$ cat src/rtl/mx8_rr_arbiter_if.sv
// mx8_rr_arbiter_if
// Bundles the requester-side bus (requests plus the eight 4-bit data words)
// and the consumer-side bus (grant, mux selects, registered word, strobes)
// of the shared 8-to-1 4-bit mux arbiter.
// The arbiter attaches through the slave modport. Whatever drives requests
// and consumes the selected word attaches through the master modport.
// Optional feature macro: MX8_ARB_LOCK_EN adds the 'lock' signal, which
// lets the current owner keep the mux past the normal beat limit.
interface mx8_rr_arbiter_if;

  // Requester side: one request bit and one data word per source (0=a .. 7=h)
  logic [7:0] req;
  logic [3:0] a;
  logic [3:0] b;
  logic [3:0] c;
  logic [3:0] d;
  logic [3:0] e;
  logic [3:0] f;
  logic [3:0] g;
  logic [3:0] h;
`ifdef MX8_ARB_LOCK_EN
  logic       lock;
`endif

  // Consumer side: registered arbitration results and the transferred word
  logic [7:0] grant;
  logic       s2;
  logic       s1;
  logic       s0;
  logic [3:0] y;
  logic       y_valid;
  logic       busy;

  modport master (
    output req, a, b, c, d, e, f, g, h,
`ifdef MX8_ARB_LOCK_EN
    output lock,
`endif
    input  grant, s2, s1, s0, y, y_valid, busy
  );

  modport slave (
    input  req, a, b, c, d, e, f, g, h,
`ifdef MX8_ARB_LOCK_EN
    input  lock,
`endif
    output grant, s2, s1, s0, y, y_valid, busy
  );

endinterface

$ cat src/rtl/mx8_rr_arbiter.sv
// mx8_rr_arbiter
// Round-robin arbiter that shares one 8-to-1, 4-bit mux among eight
// requesters. It picks a winner starting from a rotating pointer and drives
// the mux selects. It then registers one selected word per cycle with a
// valid strobe. Each tenure is limited to HOLD_MAX beats (1..15), so one
// source cannot starve the others.
// Optional feature macro: MX8_ARB_LOCK_EN. When it is defined, a 'lock'
// input holds the mux for the current owner until its request drops.
// All state is reset synchronously by an active-high 'reset'.

// Plain 8-to-1 multiplexer of 4-bit words, select = {s2,s1,s0}
module mx8_4bits (
  input  logic [3:0] a_i,
  input  logic [3:0] b_i,
  input  logic [3:0] c_i,
  input  logic [3:0] d_i,
  input  logic [3:0] e_i,
  input  logic [3:0] f_i,
  input  logic [3:0] g_i,
  input  logic [3:0] h_i,
  input  logic       s2_i,
  input  logic       s1_i,
  input  logic       s0_i,
  output logic [3:0] y_o
);

  // Select one of the eight data words by the 3-bit index
  always_comb begin
    y_o = a_i;
    case ({s2_i, s1_i, s0_i})
      3'd0:    y_o = a_i;
      3'd1:    y_o = b_i;
      3'd2:    y_o = c_i;
      3'd3:    y_o = d_i;
      3'd4:    y_o = e_i;
      3'd5:    y_o = f_i;
      3'd6:    y_o = g_i;
      3'd7:    y_o = h_i;
      default: y_o = a_i;
    endcase
  end

endmodule

module mx8_rr_arbiter #(
  parameter int HOLD_MAX = 4
) (
  input  logic              clk,
  input  logic              reset,
  mx8_rr_arbiter_if.slave   arb
);

  typedef enum logic {
    IDLE  = 1'b0,
    GRANT = 1'b1
  } state_t;

  // beatCnt_q holds the number of beats already moved in this tenure.
  // It reaches LAST_BEAT just before the final allowed beat.
  localparam logic [3:0] LAST_BEAT = 4'(HOLD_MAX - 1);

  state_t     state_q;
  logic [7:0] grant_q;
  logic [2:0] sel_q;
  logic [2:0] ptr_q;
  logic [3:0] beatCnt_q;
  logic [3:0] y_q;
  logic       yValid_q;
  logic       busy_q;

  logic [3:0] muxOut;
  logic [2:0] winnerIdx;
  logic [2:0] scanIdx;
  logic       winnerFound;
  logic       ownerReq;
  logic       holdRelease;
  logic [2:0] nextPtr;

  // The shared mux is always steered by the registered selects. They are
  // kept through IDLE, so the mux input does not glitch between tenures.
  mx8_4bits u_mux (
    .a_i  (arb.a),
    .b_i  (arb.b),
    .c_i  (arb.c),
    .d_i  (arb.d),
    .e_i  (arb.e),
    .f_i  (arb.f),
    .g_i  (arb.g),
    .h_i  (arb.h),
    .s2_i (sel_q[2]),
    .s1_i (sel_q[1]),
    .s0_i (sel_q[0]),
    .y_o  (muxOut)
  );

  // Rotating priority scan: the first request found from ptr upward wins
  always_comb begin
    winnerIdx   = ptr_q;
    winnerFound = 1'b0;
    scanIdx     = ptr_q;
    for (int k = 0; k < 8; k++) begin
      scanIdx = ptr_q + 3'(k);
      if (!winnerFound && arb.req[scanIdx]) begin
        winnerIdx   = scanIdx;
        winnerFound = 1'b1;
      end
    end
  end

  // Owner's request bit, and the pointer position just past the owner
  assign ownerReq = arb.req[sel_q];
  assign nextPtr  = sel_q + 3'd1;

  // Decide whether the beat on this edge is the last one allowed
`ifdef MX8_ARB_LOCK_EN
  assign holdRelease = (beatCnt_q == LAST_BEAT) && !arb.lock;
`else
  assign holdRelease = (beatCnt_q == LAST_BEAT);
`endif

  // Arbitration FSM with registered outputs. Reset takes priority and
  // drops any beat in flight.
  always_ff @(posedge clk) begin
    if (reset) begin
      state_q   <= IDLE;
      grant_q   <= 8'd0;
      sel_q     <= 3'd0;
      ptr_q     <= 3'd0;
      beatCnt_q <= 4'd0;
      y_q       <= 4'd0;
      yValid_q  <= 1'b0;
      busy_q    <= 1'b0;
    end else begin
      case (state_q)
        IDLE: begin
          yValid_q <= 1'b0;
          if (winnerFound) begin
            grant_q   <= 8'd1 << winnerIdx;
            sel_q     <= winnerIdx;
            beatCnt_q <= 4'd0;
            busy_q    <= 1'b1;
            state_q   <= GRANT;
          end
        end

        GRANT: begin
          if (ownerReq) begin
            y_q      <= muxOut;
            yValid_q <= 1'b1;
            if (holdRelease) begin
              grant_q   <= 8'd0;
              busy_q    <= 1'b0;
              ptr_q     <= nextPtr;
              beatCnt_q <= 4'd0;
              state_q   <= IDLE;
            end else if (beatCnt_q != LAST_BEAT) begin
              beatCnt_q <= beatCnt_q + 4'd1;
            end
          end else begin
            yValid_q  <= 1'b0;
            grant_q   <= 8'd0;
            busy_q    <= 1'b0;
            ptr_q     <= nextPtr;
            beatCnt_q <= 4'd0;
            state_q   <= IDLE;
          end
        end

        default: begin
          state_q  <= IDLE;
          grant_q  <= 8'd0;
          yValid_q <= 1'b0;
          busy_q   <= 1'b0;
        end
      endcase
    end
  end

  // Drive the registered results onto the consumer side of the bus
  assign arb.grant   = grant_q;
  assign arb.s2      = sel_q[2];
  assign arb.s1      = sel_q[1];
  assign arb.s0      = sel_q[0];
  assign arb.y       = y_q;
  assign arb.y_valid = yValid_q;
  assign arb.busy    = busy_q;

endmodule

$ cat src/flat_wrapper.sv
// flat-port wrapper written by rule: the top's interface ports become plain ports
module mx8_rr_arbiter_flat 
#(
  parameter int HOLD_MAX = 4
)
  (clk, reset, arb_req, arb_a, arb_b, arb_c, arb_d, arb_e, arb_f, arb_g, arb_h, arb_grant, arb_s2, arb_s1, arb_s0, arb_y, arb_y_valid, arb_busy);
  mx8_rr_arbiter_if arb_i ();
  input  logic clk;
  input  logic reset;
  input wire logic [$bits(arb_i.req)-1:0] arb_req;
  input wire logic [$bits(arb_i.a)-1:0] arb_a;
  input wire logic [$bits(arb_i.b)-1:0] arb_b;
  input wire logic [$bits(arb_i.c)-1:0] arb_c;
  input wire logic [$bits(arb_i.d)-1:0] arb_d;
  input wire logic [$bits(arb_i.e)-1:0] arb_e;
  input wire logic [$bits(arb_i.f)-1:0] arb_f;
  input wire logic [$bits(arb_i.g)-1:0] arb_g;
  input wire logic [$bits(arb_i.h)-1:0] arb_h;
  output wire logic [$bits(arb_i.grant)-1:0] arb_grant;
  output wire logic [$bits(arb_i.s2)-1:0] arb_s2;
  output wire logic [$bits(arb_i.s1)-1:0] arb_s1;
  output wire logic [$bits(arb_i.s0)-1:0] arb_s0;
  output wire logic [$bits(arb_i.y)-1:0] arb_y;
  output wire logic [$bits(arb_i.y_valid)-1:0] arb_y_valid;
  output wire logic [$bits(arb_i.busy)-1:0] arb_busy;
  assign arb_i.req = arb_req;
  assign arb_i.a = arb_a;
  assign arb_i.b = arb_b;
  assign arb_i.c = arb_c;
  assign arb_i.d = arb_d;
  assign arb_i.e = arb_e;
  assign arb_i.f = arb_f;
  assign arb_i.g = arb_g;
  assign arb_i.h = arb_h;
  assign arb_grant = arb_i.grant;
  assign arb_s2 = arb_i.s2;
  assign arb_s1 = arb_i.s1;
  assign arb_s0 = arb_i.s0;
  assign arb_y = arb_i.y;
  assign arb_y_valid = arb_i.y_valid;
  assign arb_busy = arb_i.busy;
  mx8_rr_arbiter #(.HOLD_MAX(HOLD_MAX)) u_core (.clk(clk), .reset(reset), .arb(arb_i));
endmodule
$ cat config.mk
export PLATFORM = sky130hd
export DESIGN_NAME = mx8_rr_arbiter_flat
export DESIGN_NICKNAME = d
export VERILOG_FILES = /design/src/rtl/mx8_rr_arbiter_if.sv /design/src/rtl/mx8_rr_arbiter.sv /design/src/flat_wrapper.sv
export SDC_FILE = /design/constraint.sdc
export NUM_CORES = 1
export LEC_CHECK = 0
export ABC_AREA = 1
export BUFFER_PORTS_ARGS = -buffer_cell sky130_fd_sc_hd__buf_2
export CORE_ASPECT_RATIO = 0.75
export CORE_MARGIN = 2
export CORE_UTILIZATION = 57
export CTS_CLUSTER_SIZE = 25
export DETAILED_ROUTE_END_ITERATION = 10
export MAX_ROUTING_LAYER = met4
export PLACE_DENSITY = 0.86
export SYNTH_ARGS = -nofsm -noshare
export SYNTH_HDL_FRONTEND = slang
export SYNTH_SLANG_ARGS = --single-unit
$ cat constraint.sdc
create_clock -name clk -period 3.6 [get_ports clk]
set_input_delay 0.54 -clock clk [delete_from_list [all_inputs] [get_ports clk]]
set_output_delay 0.54 -clock clk [all_outputs]
set_load 0.01 [all_outputs]
==> metrics.md <==
| Metric | Value |
|---|---|
| Syn_area_per_cell | 6.33 um2 |
| Core area | 3640 um2 |
| M3 GR Usage | 5.12% |
| TritonCTS Buffers | 3 |
| Commonest non-fill, non-tap cell in the layout | nand2_1 |
| Leading cell types in the layout, fill and taps excluded | nand2_1 (109), buf_2 (58), nand3_1 (51), a21oi_1 (26), dfxtp_1 (25) |
| Syn nets | 392 |
| GR Util met1 | 45.4% |
| Crit Path Class | register to register |
| Worst setup path startpoint | u_core.ptr_q[0] |
| CTS H-tree lvls | 1 |
| Layout cells sized above 1 | 25.8% |
| Area delta synth->final | 16.8% |
| ANT nets after route | 0 |
| WP data arrival | 3.45 ns |
| Num ports | 59 |
| GR Layer Usage met2 | 43.7% |
| Routed WL | 6.01 mm |
| Initial DRC Count | 189 |
| Worst-path maximum fanout | 14 |
| Final WS setup | 0.372 ns |
| Slowest CP cell | dfxtp_1 |
| Routability cong. | 0.965 |
| Worst reg2reg endpoint | u_core.sel_q[2] |
| N_diodes | 0 |
| Max-Cap Viols | 0 |
| Vias in the first global route | 2,221 |
| First-pass GRT wire length | 9.96 mm |
| Routed vias/inst | 5.57 |
| Pins Over Slew Limit | 0 |
| Clock tree buffer depth | 2 |
| Crit Reg-Reg Startpoint | u_core.ptr_q[0] |
| Slew margin rel. | 60.9% |
| CTS tree | built |
| Hold EP | u_core.arb.grant[0] |
| Critical path cell sequence | inv_2, ha_1, inv_2, nand3_1, nand2_1, o21bai_2, nor2_4, nand2_1, nor2_1, nor2_2, inv_1, a21oi_1, o21ai_0, inv_1 |
| Gr busiest metal | met1 |
| Nets@finish | 448 |
| Post-Place Worst Slack | 0.527 ns |
| Max Freq | 0.310 GHz |
| Largest net degree at the start of global routing | 16 |
| Hold Path Depth | 2 |
| Setup bufs post-CTS | 0 |
| HP Start | u_core.arb.grant[0] |
| Hold Crit Class | register to register |
| Drt drc | 0 |
| Die Footprint | 4300 um2 |
| Final Setup Violations | 0 |
| Setup crit end kind | register |
| RSZ-0062 raised after global routing | false |
| Synth unique cells | 35 |
| R2R depth | 14 |
| CTS clk-pin slew, worst paths | 0.09 ns |
| CP max stage delay | 0.59 ns |
| Outcome | completed |
| Die Width | 75.0 um |
| Leak pwr | 0.00127 uW |
| Row count | 19 |
| Clock tree root driver cell | clkbuf_8 |
| Skew-Pair Late Insertion Delay | 0.27 ns |
| Sink Count | 25 |
| #FFs+latches synth | 25 |
| Avg WL per Cell | 13.4 um |
| Cell Area, Synth | 2160 um2 |
| Placed Area | 2470 um2 |
| Finished Layout Cells | 448 |
| Min Tclk post-route | 3.23 ns |
| Slew at the pin closest to its max-slew limit | 0.587 ns |
| # hold bufs at CTS | 0 |
| Tcrit/Tclk final | 89.7% |
| VDD IR max | 0.374 mV |
| Pwr/cell area | 871 nW/um2 |
| FF-to-FF setup slack | 0.37 ns |
| GRT Overall Usage | 30.4% |
| Antenna violations before repair | 0 |
| Routed via count | 2,496 |
| Post-Route Setup TNS | 0 ns |
| Hold WS | 0.468 ns |
| Fill cells | 320 |
| Final Hold Fails | 0 |
| Clk_skew | 0.00243 ns |
| Register area share after synthesis | 23.2% |
| Input/output buffers | 58 |
| Ys Warns | 0 |
| Final instance area | 2520 um2 |
| Dpl hpwl | 4.76 mm |
| Startpoint types | register |
| Die height | 57.3 um |
| Worst path required time | 3.82 ns |
| Cells after synthesis | 341 |
| PostCTS Resize Cnt | 0 |
| Total grt overflow | 0 |
| Drt pass-1 iters | 5 |
| Initial Util | 59.3% |
| Cells after DPL | 444 |
## worst max path at each step
stage	to	depth (start not counted)
floorplan	u_core.arb.busy	16
detailed placement	u_core.sel_q[1]	13
finish	u_core.sel_q[2]	14
global placement	u_core.sel_q[2]	14
global route	u_core.sel_q[2]	15
CTS	u_core.sel_q[2]	13
## report_power, final
part	switching [uW]	total, uW	internal (uW)
logic	1060	1580	516
clock network	92.3	170	77.5
registers	91.7	447	355
total	1250	2190	949
## cells in the mapped netlist, drive strengths merged
| cell type | instances | share of area (%) |
|---|---|---|
| a21oi | 26 | 6.0 |
| a221oi | 2 | 0.81 |
| a311oi | 3 | 1.2 |
| a31oi | 1 | 0.29 |
| a32o | 4 | 1.9 |
| buf | 4 | 1.4 |
| clkbuf | 4 | 0.70 |
| clkinv | 1 | 0.23 |
| dfxtp | 25 | 23 |
| ha | 9 | 5.2 |
| inv | 31 | 5.4 |
| nand2 | 123 | 23 |
| nand3 | 57 | 15 |
| nand4 | 10 | 3.6 |
| nor2 | 17 | 5.1 |
| nor3 | 1 | 0.23 |
| o21ai | 16 | 3.7 |
| o21bai | 1 | 0.52 |
| o22ai | 1 | 0.29 |
| o32ai | 1 | 0.41 |
| or2 | 1 | 0.29 |
| xnor2 | 2 | 1.2 |
| xor2 | 1 | 0.41 |
## flip-flops by register name, indices dropped and copies added (netlist names)
signal,flops
u_core.arb.grant,8
u_core.arb.y,4
u_core.sel_q,3
u_core.beatCnt_q,4
u_core.state_q,1
u_core.arb.y_valid,1
u_core.ptr_q,3
u_core.arb.busy,1
## area by class of cell
type	instances	area, um2	share of cell area (%)
Tap cell	52	65.1	2.58
Inverter	32	121	4.82
Timing Repair Buffer	59	298	11.8
Multi-Input combinational cell	276	1490	59.1
Sequential cell	25	500	19.9
Clock buffer	3	41.3	1.64
Clock inverter	1	5.00	0.199
## stage by stage
stage | total power (uW) | utilization [%]
floorplan | 1640 | -
global placement | 1970 | 68.0
detailed placement | 1990 | 68.0
CTS | 2170 | 69.3
global route | 2410 | 69.3
finish | 2190 | 69.3
## worst max-delay path: cells and delay by family (launching register included)
kind | cells | cell delay (ns)
buffers and inverters | 4 | 0.59
DFF | 1 | 0.59
adders and majority gates | 1 | 0.50
AOI/OAI and AO/OA | 3 | 0.58
and+or+nand+nor | 6 | 0.92
## routing by layer
metal	vias to the layer above	wire length [um]	part of all wire, %
li1	1256	-	-
met1	1095	2850	47
met2	139	2560	43
met3	6	568	9.4
met4	0	38	0.63
met5	-	0	0
## logic make-up (layout without fill, tap and decap cells)
group | after synthesis | count (layout) | synth area share, %
flip-flops | 25 | 25 | 23.2
AND/OR/NAND/NOR | 209 | 209 | 47.1
XOR/XNOR | 3 | 3 | 1.57
AO/OA/AOI/OAI | 55 | 55 | 15.1
adder cells (fa/ha/maj) | 9 | 9 | 5.22
buffers and inverters | 40 | 95 | 7.77
(Power assumes the default switching activity.)
